--- src/rtl/i2c_slave_ctrl.sv ---
// i2c_slave_ctrl: I2C slave that exposes a byte-addressed memory through a
// pointer. The master writes a word address and then data bytes, or reads
// sequentially from the pointer. All bus events are decoded from
// synchronized copies of SCL/SDA in the clk domain.
module i2c_slave_ctrl #(
  parameter logic [6:0]  DEV_ADDR = 7'h50,
  parameter int unsigned ADDR_W   = 8
) (
  input  logic              clk,
  input  logic              rst_n,
  input  logic              scl,
  input  logic              sda,
  output logic              sda_oe,
  output logic [ADDR_W-1:0] mem_addr,
  output logic [7:0]        mem_wdata,
  output logic              mem_we,
  output logic              mem_re,
  input  logic [7:0]        mem_rdata,
  output logic              busy
);

  typedef enum logic [3:0] {
    IDLE, DEVADDR, DEVACK, WADDR, WADDRACK, WRDATA, WRACK,
    RDLOAD, RDDATA, RDACK, WAIT
  } state_t;

  state_t            state_q, state_d;
  logic              scl_s1_q, scl_s2_q, scl_h_q;
  logic              sda_s1_q, sda_s2_q, sda_h_q;
  logic [2:0]        bit_cnt_q, bit_cnt_d;
  logic [7:0]        shift_q, shift_d;
  logic [ADDR_W-1:0] ptr_q, ptr_d;
  logic [7:0]        wdata_q, wdata_d;
  logic [1:0]        rd_step_q, rd_step_d;
  logic              rw_q, rw_d;
  logic              byte_done_q, byte_done_d;
  logic              sda_oe_q, sda_oe_d;
  logic              we_q, we_d;
  logic              re_q, re_d;
  logic              busy_q, busy_d;

  logic              start_ev, stop_ev, scl_rise, scl_fall;
  logic [7:0]        rx_byte;

  // Two-flop synchronizers plus a history flop for edge detection.
  always_ff @(posedge clk) begin
    if (!rst_n) begin
      {scl_s1_q, scl_s2_q, scl_h_q} <= 3'b111;
      {sda_s1_q, sda_s2_q, sda_h_q} <= 3'b111;
    end else begin
      scl_s1_q <= scl;
      scl_s2_q <= scl_s1_q;
      scl_h_q  <= scl_s2_q;
      sda_s1_q <= sda;
      sda_s2_q <= sda_s1_q;
      sda_h_q  <= sda_s2_q;
    end
  end

  // START/STOP need SCL high on both samples, so they never share a clk with
  // an SCL edge; the gating below keeps START/STOP dominant regardless.
  assign start_ev = scl_s2_q & scl_h_q & sda_h_q & ~sda_s2_q;
  assign stop_ev  = scl_s2_q & scl_h_q & ~sda_h_q & sda_s2_q;
  assign scl_rise = scl_s2_q & ~scl_h_q & ~start_ev & ~stop_ev;
  assign scl_fall = ~scl_s2_q & scl_h_q & ~start_ev & ~stop_ev;
  assign rx_byte  = {shift_q[6:0], sda_s2_q};

  // Next-state and datapath decode for the protocol FSM.
  always_comb begin
    // NOTE: every variable gets a default first so no path leaves one
    // unassigned, which would otherwise infer a latch.
    state_d     = state_q;
    bit_cnt_d   = bit_cnt_q;
    shift_d     = shift_q;
    ptr_d       = ptr_q;
    wdata_d     = wdata_q;
    rd_step_d   = rd_step_q;
    rw_d        = rw_q;
    byte_done_d = byte_done_q;
    sda_oe_d    = sda_oe_q;
    busy_d      = busy_q;
    we_d        = 1'b0;
    re_d        = 1'b0;

    // A completed write always advances the pointer, even if a STOP follows.
    if (we_q) ptr_d = ptr_q + ADDR_W'(1);

    if (start_ev) begin
      state_d   = DEVADDR;
      bit_cnt_d = '0;
      rd_step_d = '0;
      sda_oe_d  = 1'b0;
      busy_d    = 1'b0;
    end else if (stop_ev) begin
      state_d   = IDLE;
      bit_cnt_d = '0;
      rd_step_d = '0;
      sda_oe_d  = 1'b0;
      busy_d    = 1'b0;
    end else begin
      case (state_q)
        DEVADDR, WADDR, WRDATA: begin
          if (scl_rise) begin
            shift_d   = rx_byte;
            bit_cnt_d = bit_cnt_q + 3'd1;
            if (bit_cnt_q == 3'd7) begin
              if (state_q == DEVADDR) begin
                if (rx_byte[7:1] == DEV_ADDR) begin
                  rw_d    = rx_byte[0];
                  busy_d  = 1'b1;
                  state_d = DEVACK;
                end else begin
                  state_d = WAIT;
                end
              end else if (state_q == WADDR) begin
                ptr_d   = ADDR_W'(rx_byte);
                state_d = WADDRACK;
              end else begin
                wdata_d = rx_byte;
                we_d    = 1'b1;
                state_d = WRACK;
              end
            end
          end
        end
        // Read direction leaves DEVACK on the ACK rise so the first data bit
        // is loaded before the fall that ends the ACK clock.
        DEVACK: begin
          if (scl_fall && !sda_oe_q) begin
            sda_oe_d = 1'b1;
          end else if (rw_q && scl_rise && sda_oe_q) begin
            rd_step_d = '0;
            state_d   = RDLOAD;
          end else if (!rw_q && scl_fall && sda_oe_q) begin
            sda_oe_d  = 1'b0;
            bit_cnt_d = '0;
            state_d   = WADDR;
          end
        end
        WADDRACK, WRACK: begin
          if (scl_fall) begin
            if (!sda_oe_q) begin
              sda_oe_d = 1'b1;
            end else begin
              sda_oe_d  = 1'b0;
              bit_cnt_d = '0;
              state_d   = WRDATA;
            end
          end
        end
        // Step 0 strobes mem_re, step 1 waits for mem_rdata, step 2 captures.
        RDLOAD: begin
          case (rd_step_q)
            2'd0: begin
              re_d      = 1'b1;
              rd_step_d = 2'd1;
            end
            2'd1: rd_step_d = 2'd2;
            default: begin
              shift_d     = mem_rdata;
              ptr_d       = ptr_q + ADDR_W'(1);
              rd_step_d   = '0;
              bit_cnt_d   = '0;
              byte_done_d = 1'b0;
              state_d     = RDDATA;
            end
          endcase
        end
        RDDATA: begin
          if (scl_fall) begin
            if (byte_done_q) begin
              sda_oe_d = 1'b0;
              state_d  = RDACK;
            end else begin
              sda_oe_d = ~shift_q[7];
              shift_d  = {shift_q[6:0], 1'b0};
            end
          end else if (scl_rise) begin
            bit_cnt_d = bit_cnt_q + 3'd1;
            if (bit_cnt_q == 3'd7) byte_done_d = 1'b1;
          end
        end
        RDACK: begin
          if (scl_rise) begin
            rd_step_d = '0;
            state_d   = sda_s2_q ? WAIT : RDLOAD;
          end
        end
        IDLE, WAIT: ;
        default: state_d = IDLE;
      endcase
    end
  end

  // State and datapath registers with synchronous reset.
  always_ff @(posedge clk) begin
    if (!rst_n) begin
      state_q     <= IDLE;
      bit_cnt_q   <= '0;
      shift_q     <= '0;
      ptr_q       <= '0;
      wdata_q     <= '0;
      rd_step_q   <= '0;
      rw_q        <= 1'b0;
      byte_done_q <= 1'b0;
      sda_oe_q    <= 1'b0;
      we_q        <= 1'b0;
      re_q        <= 1'b0;
      busy_q      <= 1'b0;
    end else begin
      // NOTE: non-blocking assignments so every register samples the values
      // from before this edge, independent of statement order.
      state_q     <= state_d;
      bit_cnt_q   <= bit_cnt_d;
      shift_q     <= shift_d;
      ptr_q       <= ptr_d;
      wdata_q     <= wdata_d;
      rd_step_q   <= rd_step_d;
      rw_q        <= rw_d;
      byte_done_q <= byte_done_d;
      sda_oe_q    <= sda_oe_d;
      we_q        <= we_d;
      re_q        <= re_d;
      busy_q      <= busy_d;
    end
  end

  assign sda_oe    = sda_oe_q;
  assign mem_addr  = ptr_q;
  assign mem_wdata = wdata_q;
  assign mem_we    = we_q;
  assign mem_re    = re_q;
  assign busy      = busy_q;

endmodule

--- config.mk ---
export PLATFORM = sky130hd
export DESIGN_NAME = i2c_slave_ctrl
export DESIGN_NICKNAME = d
export VERILOG_FILES = /design/src/rtl/i2c_slave_ctrl.sv
export SDC_FILE = /design/constraint.sdc
export NUM_CORES = 1
export LEC_CHECK = 0
export ABC_AREA = 0
export ABC_CLOCK_PERIOD_IN_PS = 1750
export BUFFER_PORTS_ARGS = -buffer_cell sky130_fd_sc_hd__buf_2
export CAP_MARGIN = 20
export CELL_PAD_IN_SITES_DETAIL_PLACEMENT = 2
export CELL_PAD_IN_SITES_GLOBAL_PLACEMENT = 2
export CORE_ASPECT_RATIO = 0.5
export CORE_MARGIN = 2
export CORE_UTILIZATION = 32
export CTS_CLUSTER_SIZE = 12
export DETAILED_ROUTE_END_ITERATION = 8
export MAX_ROUTING_LAYER = met4
export PLACE_DENSITY = 0.78
export SLEW_MARGIN = 0
export SYNTH_ARGS = -nofsm -noshare
export SYNTH_HDL_FRONTEND = slang
export SYNTH_SLANG_ARGS = --single-unit
--- constraint.sdc ---
create_clock -name clk -period 1.75 [get_ports clk]
set_input_delay 0.175 -clock clk [delete_from_list [all_inputs] [get_ports clk]]
set_output_delay 0.175 -clock clk [all_outputs]
set_load 0.02 [all_outputs]
# Yosys cells after proc, flatten, opt, wreduce, memory -nomap -nowiden
# Cells that the tools add are included.
# W data, S select, Z words.
# totals
register_bits	45
wordCells	182
# op_classes
addsub	2
n_eq_ne	43
muxes	61
bitwise	26
n_reduce_logical	31
# op_table
operator	count
$mux W8	12
$mux W4	14
$ne A4 B4 Y1 const B	9
$ne A2 B2 Y1 const B	16
$pmux W4 S7	1
$reduce_and A7 Y1	4
$mux W3	8
$pmux W8 S3	1
$reduce_and A11 Y1	2
$eq A4 B3 Y1 const B	4
$pmux W8 S2	1
$mux W1	15
$not A1 Y1	15
$pmux W3 S5	1
$eq A4 B4 Y1 const B	3
$ne A3 B3 Y1 const B	4
$and A1 B1 Y1	11
$reduce_and A5 Y1	2
$reduce_bool A3 Y1	3
$add A8 B1 Y8 const B	1
$eq A4 B2 Y1 const B	2
$mux W2	4
$reduce_and A8 Y1	1
$eq A7 B7 Y1 const B	1
20 further kinds	28

# Depth between registers and ports, before layout
# Gate-level depths: netlist of the first run.
# logic_depth
ltp_word	14
ltp_mapped	7
ltp_nobuf	7

# Least setup slack after synthesis of the first run
# OpenSTA, ideal clock, no wires.
# synth_path
path_kind	register to register
start	register state_q[2]
end	register shift_q[0]
setup_time_ns	0.088
arrival_ns	1.817
required_time_ns	1.662
setup_slack_ns	-0.155
path_stages_with_launch	8
path_buffers	2
synth_period_minus_slack_ns	1.905
cell_sequence	dfxtp_1 -> or3b_1 -> buf_2 -> or3_4 -> a21oi_4 -> buf_6 -> a21oi_1 -> a311oi_2
# synth_via
elab_chain_len	4
word_cells_on_any_way	13
classes_between	eq/ne (9); mux (1); reduce/logical (3)
# synth_lines
item	line	text
from (decl)	27	state_t state_q, state_d;
from (signal assigned)	213	state_q <= state_d;
$eq A4 B1 Y1, or another cell as far along	101	case (state_q)
$reduce_or A3 Y1	101	
$ne A2 B2 Y1 (no source line) / $reduce_bool A3 Y1 (equally long branches)	-	
$reduce_and A7 Y1 (no source line)	-	
to (signal assigned)	215	shift_q <= shift_d;
to (decl)	31	logic [7:0] shift_q, shift_d;
# Several ways; a longest one is shown, not always the timed one.
# A chain may end at the register's enable or synchronous reset.

# Worst setup path after layout of the first run
# layout_path
start	register state_q[3]
end	register shift_q[0]
# The elaborated chain is that of the path after synthesis.

==> results of run 1 <==
[timing repair]
action / 4_1_cts / 5_1_grt
endpoints found under the setup margin: 36 / 37
hold buffers: 0 / 0
setup buffers: 6 / 12
hold endpoints to repair: 0 / 0
resized for setup: 50 / 40
gates cloned: 1 / 0
pin swaps: 17 / 21
[cells in the mapped netlist, types with 4 or more instances]
cell / instances / area [um^2]
dfxtp_1: 45 / 901
nor2_1: 29 / 109
a21oi_1: 21 / 105
mux2i_1: 21 / 210
nand2_1: 20 / 75.1
nand2b_1: 13 / 81.3
buf_2: 12 / 60.1
o21ai_0: 9 / 45.0
inv_1: 8 / 30.0
nand3_1: 8 / 40.0
nor2b_1: 7 / 43.8
nor3_1: 7 / 35.0
xnor2_1: 7 / 61.3
xor2_1: 7 / 61.3
a22oi_1: 6 / 45.0
a311oi_1: 6 / 52.6
clkbuf_1: 6 / 22.5
o22ai_1: 6 / 37.5
o22a_1: 4 / 35.0
[logic make-up (layout without fill, tap and decap cells)]
family	Yosys count	after routing
AOI/OAI and AO/OA	80	80
xor gates and xnor gates	14	14
adders and majority gates	3	3
buffers and inverters	29	124
DFF	45	45
muxes	21	21
other	0	1
and+or+nand+nor	111	111
[cell type report]
cell class,instances,area [um^2],area share
well taps,112,140,0.0353
inverters,9,33.8,0.00852
repair buffers,107,827,0.209
clock buffers,6,139,0.0350
multi-input cells,229,1880,0.475
clock inverters,2,17.5,0.00442
diodes,1,2.50,0.000631
flip-flops and latches,45,922,0.233
[worst reg2reg max path, cell delays in order (launching register included)]
cell	delay (ns)
dfxtp_4	0.40
or3b_4	0.40
or3_4	0.44
a21oi_4	0.19
buf_12	0.15
buf_8	0.13
a21oi_2	0.06
a311oi_2	0.21
[flip-flops by register name, summed over array words and instances (netlist names)]
register     cells
rd_step_q        2
sda_oe           1
scl_s1_q         1
mem_addr         8
busy             1
scl_s2_q         1
scl_h_q          1
mem_wdata        8
sda_h_q          1
rw_q             1
byte_done_q      1
state_q          4
mem_we           1
sda_s1_q         1
bit_cnt_q        3
mem_re           1
sda_s2_q         1
shift_q          8
[metrics by stage]
step / area [um^2] / hold WS (ns) / cells / setup TNS [ns]
floorplan: 2620 / 0.276 / 303 / -0.446
global placement: 3310 / 0.354 / 487 / -1.33
detailed placement: 3310 / 0.372 / 487 / -4.27
CTS: 3740 / 0.0562 / 502 / -2.08
global route: 3970 / 0.0747 / 511 / -5.64
finish: 3970 / 0.0519 / 511 / -4.16
[report_power, final]
part	leakage, nW	switching, W	internal [W]	total (W)
registers	0.368	0.000202	0.00114	0.00134
clock network	0.0775	0.000519	0.000579	0.00110
logic	1.09	0.00131	0.00107	0.00239
[layer usage]
layer	up-vias	share of wire	GRT usage
met3	47	0.062	0.0638
met4	0	0.040	0.129
met2	117	0.48	0.539
met1	1537	0.42	0.356
li1	1303	-	-
met5	-	0	-
[path summary, 6_finish.rpt]
path | startpoint | endpoint | slack (ns) | cells past startpoint
worst max-delay path | state_q[3] | shift_q[0] | -0.33 | 7
worst min-delay path | scl | scl_s1_q | 0.05 | 2
worst max register to register | state_q[3] | shift_q[0] | -0.33 | 7
worst min register to register | sda_s1_q | sda_s2_q | 0.47 | 1
==> results.py, run 1 <==
metrics = {
    "yosys": {
        "syn_area_per_cell_um2": 8.56,
        "seq_area_frac_synth": 0.347,
        "syn_area_um2": 2590,
        "netlist-cell-type-count": 59,
        "synth_top_family_by_area": "simple AND/OR/NAND/NOR gates",
        "synthFlopType": "dfxtp_1",
        "synth.area.mux_share": 0.0810,
        "ys.warnings.count": 0,
        "synth_fp_nets": 318,
        "synth_xor_xnor_area_share": 0.0473,
        "synth_compound_area_frac": 0.224,
        "yosys.area_share.adder": 0.0145,
        "synth_seq_cells": 45,
        "synthCells": 303,
        "synth_simple_gate_area_frac": 0.235,
        "synth_edf_count": 0,
        "synthArstFlopShare": 0,
    },
    "worst_setup_path": {
        "startpoint_type": "flop",
        "slowest_delay_ns": 0.43,
        "cp_cell_sequence": "or3b_4, or3_4, a21oi_4, buf_12, buf_8, a21oi_2, a311oi_2",
        "slowest_stage": "or3_4",
        "crit_fanout": 8,
        "critical_path_required_ns": 1.98,
        "cpLargestDelayFamily": "simple AND/OR/NAND/NOR gates",
        "cp_data_arrival_time_ns": 2.31,
        "critPathCaptureType": "flop",
        "worstSetupPathType": "flop to flop",
        "path_buf_inv": 2,
    },
    "die": {
        "start_util": 0.327,
        "core_area_um2": 7940,
        "num_rows": 23,
        "num_io_pins": 32,
        "die_h_um": 67.7,
        "die-area_um2": 8890,
        "die_w_um": 131,
    },
    "power": {
        "peakVddDrop_mv": 0.942,
        "leakage_nw": 1.53,
        "power_density_nw_per_um2": 1220,
        "total_power_w": 0.00482,
    },
    "global_routing": {
        "antenna_found_initial": 1,
        "grt_pass1_wl_um": 19600,
        "overflow": 0,
        "grt_util_all_layers": 0.308,
        "first_global_vias": 3195,
        "grt_max_degree": 21,
    },
    "timing": {
        "worst_pin_slew_ns": 0.397,
        "rsz0062_at_grt": "true",
        "period_needed_ns": 2.08,
        "fmax_mhz": 481,
        "drv_slew": 0,
        "skew_ns": 0.00775,
        "finalCritPeriodShare": 1.19,
        "hold_viol_final": 0,
        "setup_viol": 27,
        "fin_ws_ns": -0.329,
        "slew_headroom": 0.733,
    },
    "routing": {
        "drt-total-wl_um": 14400,
        "route.detailed.drc": 0,
        "routedWlPerCell_um": 28.3,
        "dr.pass1.iters": 4,
        "routed-via-count": 3004,
        "viasPerCell": 5.88,
        "drt_iter0_drc": 174,
        "final_antenna_net_count": 0,
    },
    "cells_and_area": {
        "final_util": 0.499,
        "nNetsFinal": 412,
        "final_common_cell": "buf_4",
        "area_growth_pct": 52.9,
        "drive_gt1_frac": 0.452,
        "nFillCells": 841,
        "final_cell_mix": "buf_4, dfxtp_1, buf_2",
    },
    "run": {
        "cap_violations": 0,
    },
    "placement": {
        "gp_congestion": 0.914,
        "place_ws_ns": -0.330,
        "hpwl_um": 7810,
        "numPortBuffers": 31,
    },
    "clocking": {
        "cts_buffers": 5,
        "cts_tree": "yes",
        "clock_sinks": 45,
        "clk_pin_slew_ns": 0.08,
        "clock-root-buffer": "clkbuf_16",
        "htree_num_levels": 2,
        "clk_latency_ns": 0.32,
        "clock_path_buffers": 2,
    },
    "hold_path": {
        "hold_path_class": "input pin to flop",
    },
    "run_status": {
        "violations": "negative setup slack",
        "status": "finished, violations left",
    },
}
Note: power is estimated with default switching activity, not from simulation.
==> inputs of run 2 (changes only) <==
- ABC_CLOCK_PERIOD_IN_PS: 1750 -> 2600
- CORE_UTILIZATION: 32 -> 38
- HOLD_SLACK_MARGIN: default -> 0.06
- PLACE_DENSITY: 0.78 -> default
- PLACE_DENSITY_LB_ADDON: default -> 0.1
- clock period: 1.75 -> 2.6 ns (I/O delays scaled with it)
==> run 2 against run 1 <==
  * The flow now finishes without violations
  * Via count is 17% lower
  * Setup slack better by 0.52 ns
  * Flip-flop and latch count stayed put
  * Register-to-register slack better by 0.52 ns
  * Hold slack better by 0.098 ns
  * Global-route usage is 5.2 points lower
  * Critical path depth is 1 lower
  * Sequential power is 33% lower
  * Routed wire length is 38% lower
  * Utilization is 3.9 points lower
  * Design area is 23% lower
  * Sequential share of layout area is 6.2 points higher
  * Largest power group unchanged
==> results.py, run 2 (synthesis results as in run 1) <==
metrics = {
    "timing": {
        "worst_pin_slew_ns": 0.765,
        "hold_viol_final": 0,
        "slew_headroom": 0.488,
        "setup_viol": 0,
        "fmax_mhz": 415,
        "skew_ns": 0.00781,
        "drv_slew": 0,
        "period_needed_ns": 2.41,
        "rsz0062_at_grt": "false",
        "fin_setup_tns_ns": 0,
        "finalCritPeriodShare": 0.927,
        "timing.hold.ws_ns": 0.150,
    },
    "die": {
        "num_io_pins": 32,
        "start_util": 0.390,
        "die-area_um2": 7540,
        "num_rows": 21,
        "core_area_um2": 6650,
        "die_h_um": 62.4,
        "die_w_um": 121,
    },
    "placement": {
        "numPortBuffers": 31,
        "gp_congestion": 0.868,
        "hpwl_um": 6460,
        "dp_cells": 420,
    },
    "hold_path": {
        "hp-start": "sda",
        "hold_path_class": "input pin to flop",
        "hold_depth": 2,
    },
    "clocking": {
        "clock_path_buffers": 2,
        "cts_tree": "yes",
        "clk_latency_ns": 0.30,
        "hold_buffers": 0,
        "post_cts_buffers": 0,
        "cts_buffers": 5,
        "htree_num_levels": 2,
        "ctsResizeCount": 0,
        "clock-root-buffer": "clkbuf_16",
        "clock_sinks": 45,
        "clk_pin_slew_ns": 0.07,
    },
    "routing": {
        "drt-total-wl_um": 8920,
        "routed-via-count": 2507,
        "routedWlPerCell_um": 20.8,
        "dr.pass1.iters": 4,
        "route.detailed.drc": 0,
        "final_antenna_net_count": 0,
        "drt_iter0_drc": 126,
        "viasPerCell": 5.86,
    },
    "cells_and_area": {
        "drive_gt1_frac": 0.193,
        "diodes": 0,
        "nFillCells": 739,
        "nNetsFinal": 350,
        "area_growth_pct": 18.0,
        "regArea_um2": 901,
        "multi_input_area_um2": 1570,
        "final_common_cell": "dfxtp_1",
        "instances_no_fill": 428,
        "final_cell_mix": "dfxtp_1, buf_2, nor2_1",
    },
    "worst_setup_path": {
        "critical_path_required_ns": 2.78,
        "cp-startpoint": "state_q[1]",
        "cp_cell_sequence": "nor2_1, a32oi_1, a2bb2oi_1, buf_12, nand3_1, o311a_1",
        "reg2reg_to": "state_q[3]",
        "cpLargestDelayFamily": "compound AO/OA/AOI/OAI gates",
        "ff2ff_setup_slack_ns": 0.19,
        "critPathCaptureType": "flop",
        "slowest_stage": "dfxtp_1",
        "path_buf_inv": 1,
        "slowest_delay_ns": 0.81,
        "worstSetupPathType": "flop to flop",
        "crit_fanout": 23,
        "reg2regPathDepth": 6,
        "startpoint_type": "flop",
        "path_depth": 6,
        "worst_r2r_startpoint": "state_q[1]",
        "endpoint": "state_q[3]",
        "cp_data_arrival_time_ns": 2.59,
    },
    "global_routing": {
        "grt_pass1_wl_um": 14600,
        "antenna_found_initial": 0,
        "overflow": 0,
        "first_global_vias": 2684,
        "grt_max_degree": 24,
        "grt_util_all_layers": 0.257,
    },
    "run": {
        "cap_violations": 0,
    },
    "power": {
        "peakVddDrop_mv": 0.271,
        "power_density_nw_per_um2": 847,
        "leakage_nw": 1.16,
        "total_power_w": 0.00259,
    },
    "run_status": {
        "status": "finished, final reports clean",
    },
}
==> run 2: cell count changes in the layout (fill, tap and decap cells not counted), moves of 4 or more <==
cell and change:
a21oi_1 +5, a21oi_2 -4, a22oi_1 +4, a22oi_2 -4, buf_4 -44, buf_6 -15
dfxtp_1 +9, dfxtp_2 -5, dfxtp_4 -4, o21ai_0 +5
==> run 2: cell type report <==
class                   count  area share
clock buffers               5      0.0409
clock inverters             3      0.0155
inverters                   9      0.0110
multi-input cells         229       0.511
flip-flops and latches     45       0.294
well taps                  92      0.0376
repair buffers             45      0.0891
==> run 2: power breakdown <==
| part | internal [W] | switching (W) | total, W |
|---|---|---|---|
| Combinational | 0.000384 | 0.000529 | 0.000913 |
| Clock | 0.000462 | 0.000317 | 0.000779 |
| Sequential | 0.000760 | 0.000139 | 0.000899 |
==> run 2: per-stage QoR <==
stage	worst slack (ns)	util	cell area, um^2
floorplan	0.695	-	2590
global placement	0.438	0.434	2890
detailed placement	0.250	0.434	2890
CTS	0.224	0.460	3060
global route	0.0414	0.460	3060
finish	0.189	0.460	3060
==> run 2: per-layer routing <==
metal | GRT usage | part of all wire | vias to the layer above
met2 | 0.406 | 0.46 | 64
met5 | - | 0 | -
met3 | 0.0447 | 0.045 | 14
met4 | 0.0683 | 0.015 | 0
met1 | 0.341 | 0.48 | 1249
li1 | - | - | 1180
==> run 2: worst min-delay path by stage <==
stage / end / slack, ns
after floorplan: scl_s1_q / 0.36
after global placement: sda_s2_q / 0.39
after detailed placement: sda_s2_q / 0.41
after CTS: sda_s1_q / 0.15
after global routing: sda_s1_q / 0.17
final: sda_s1_q / 0.15
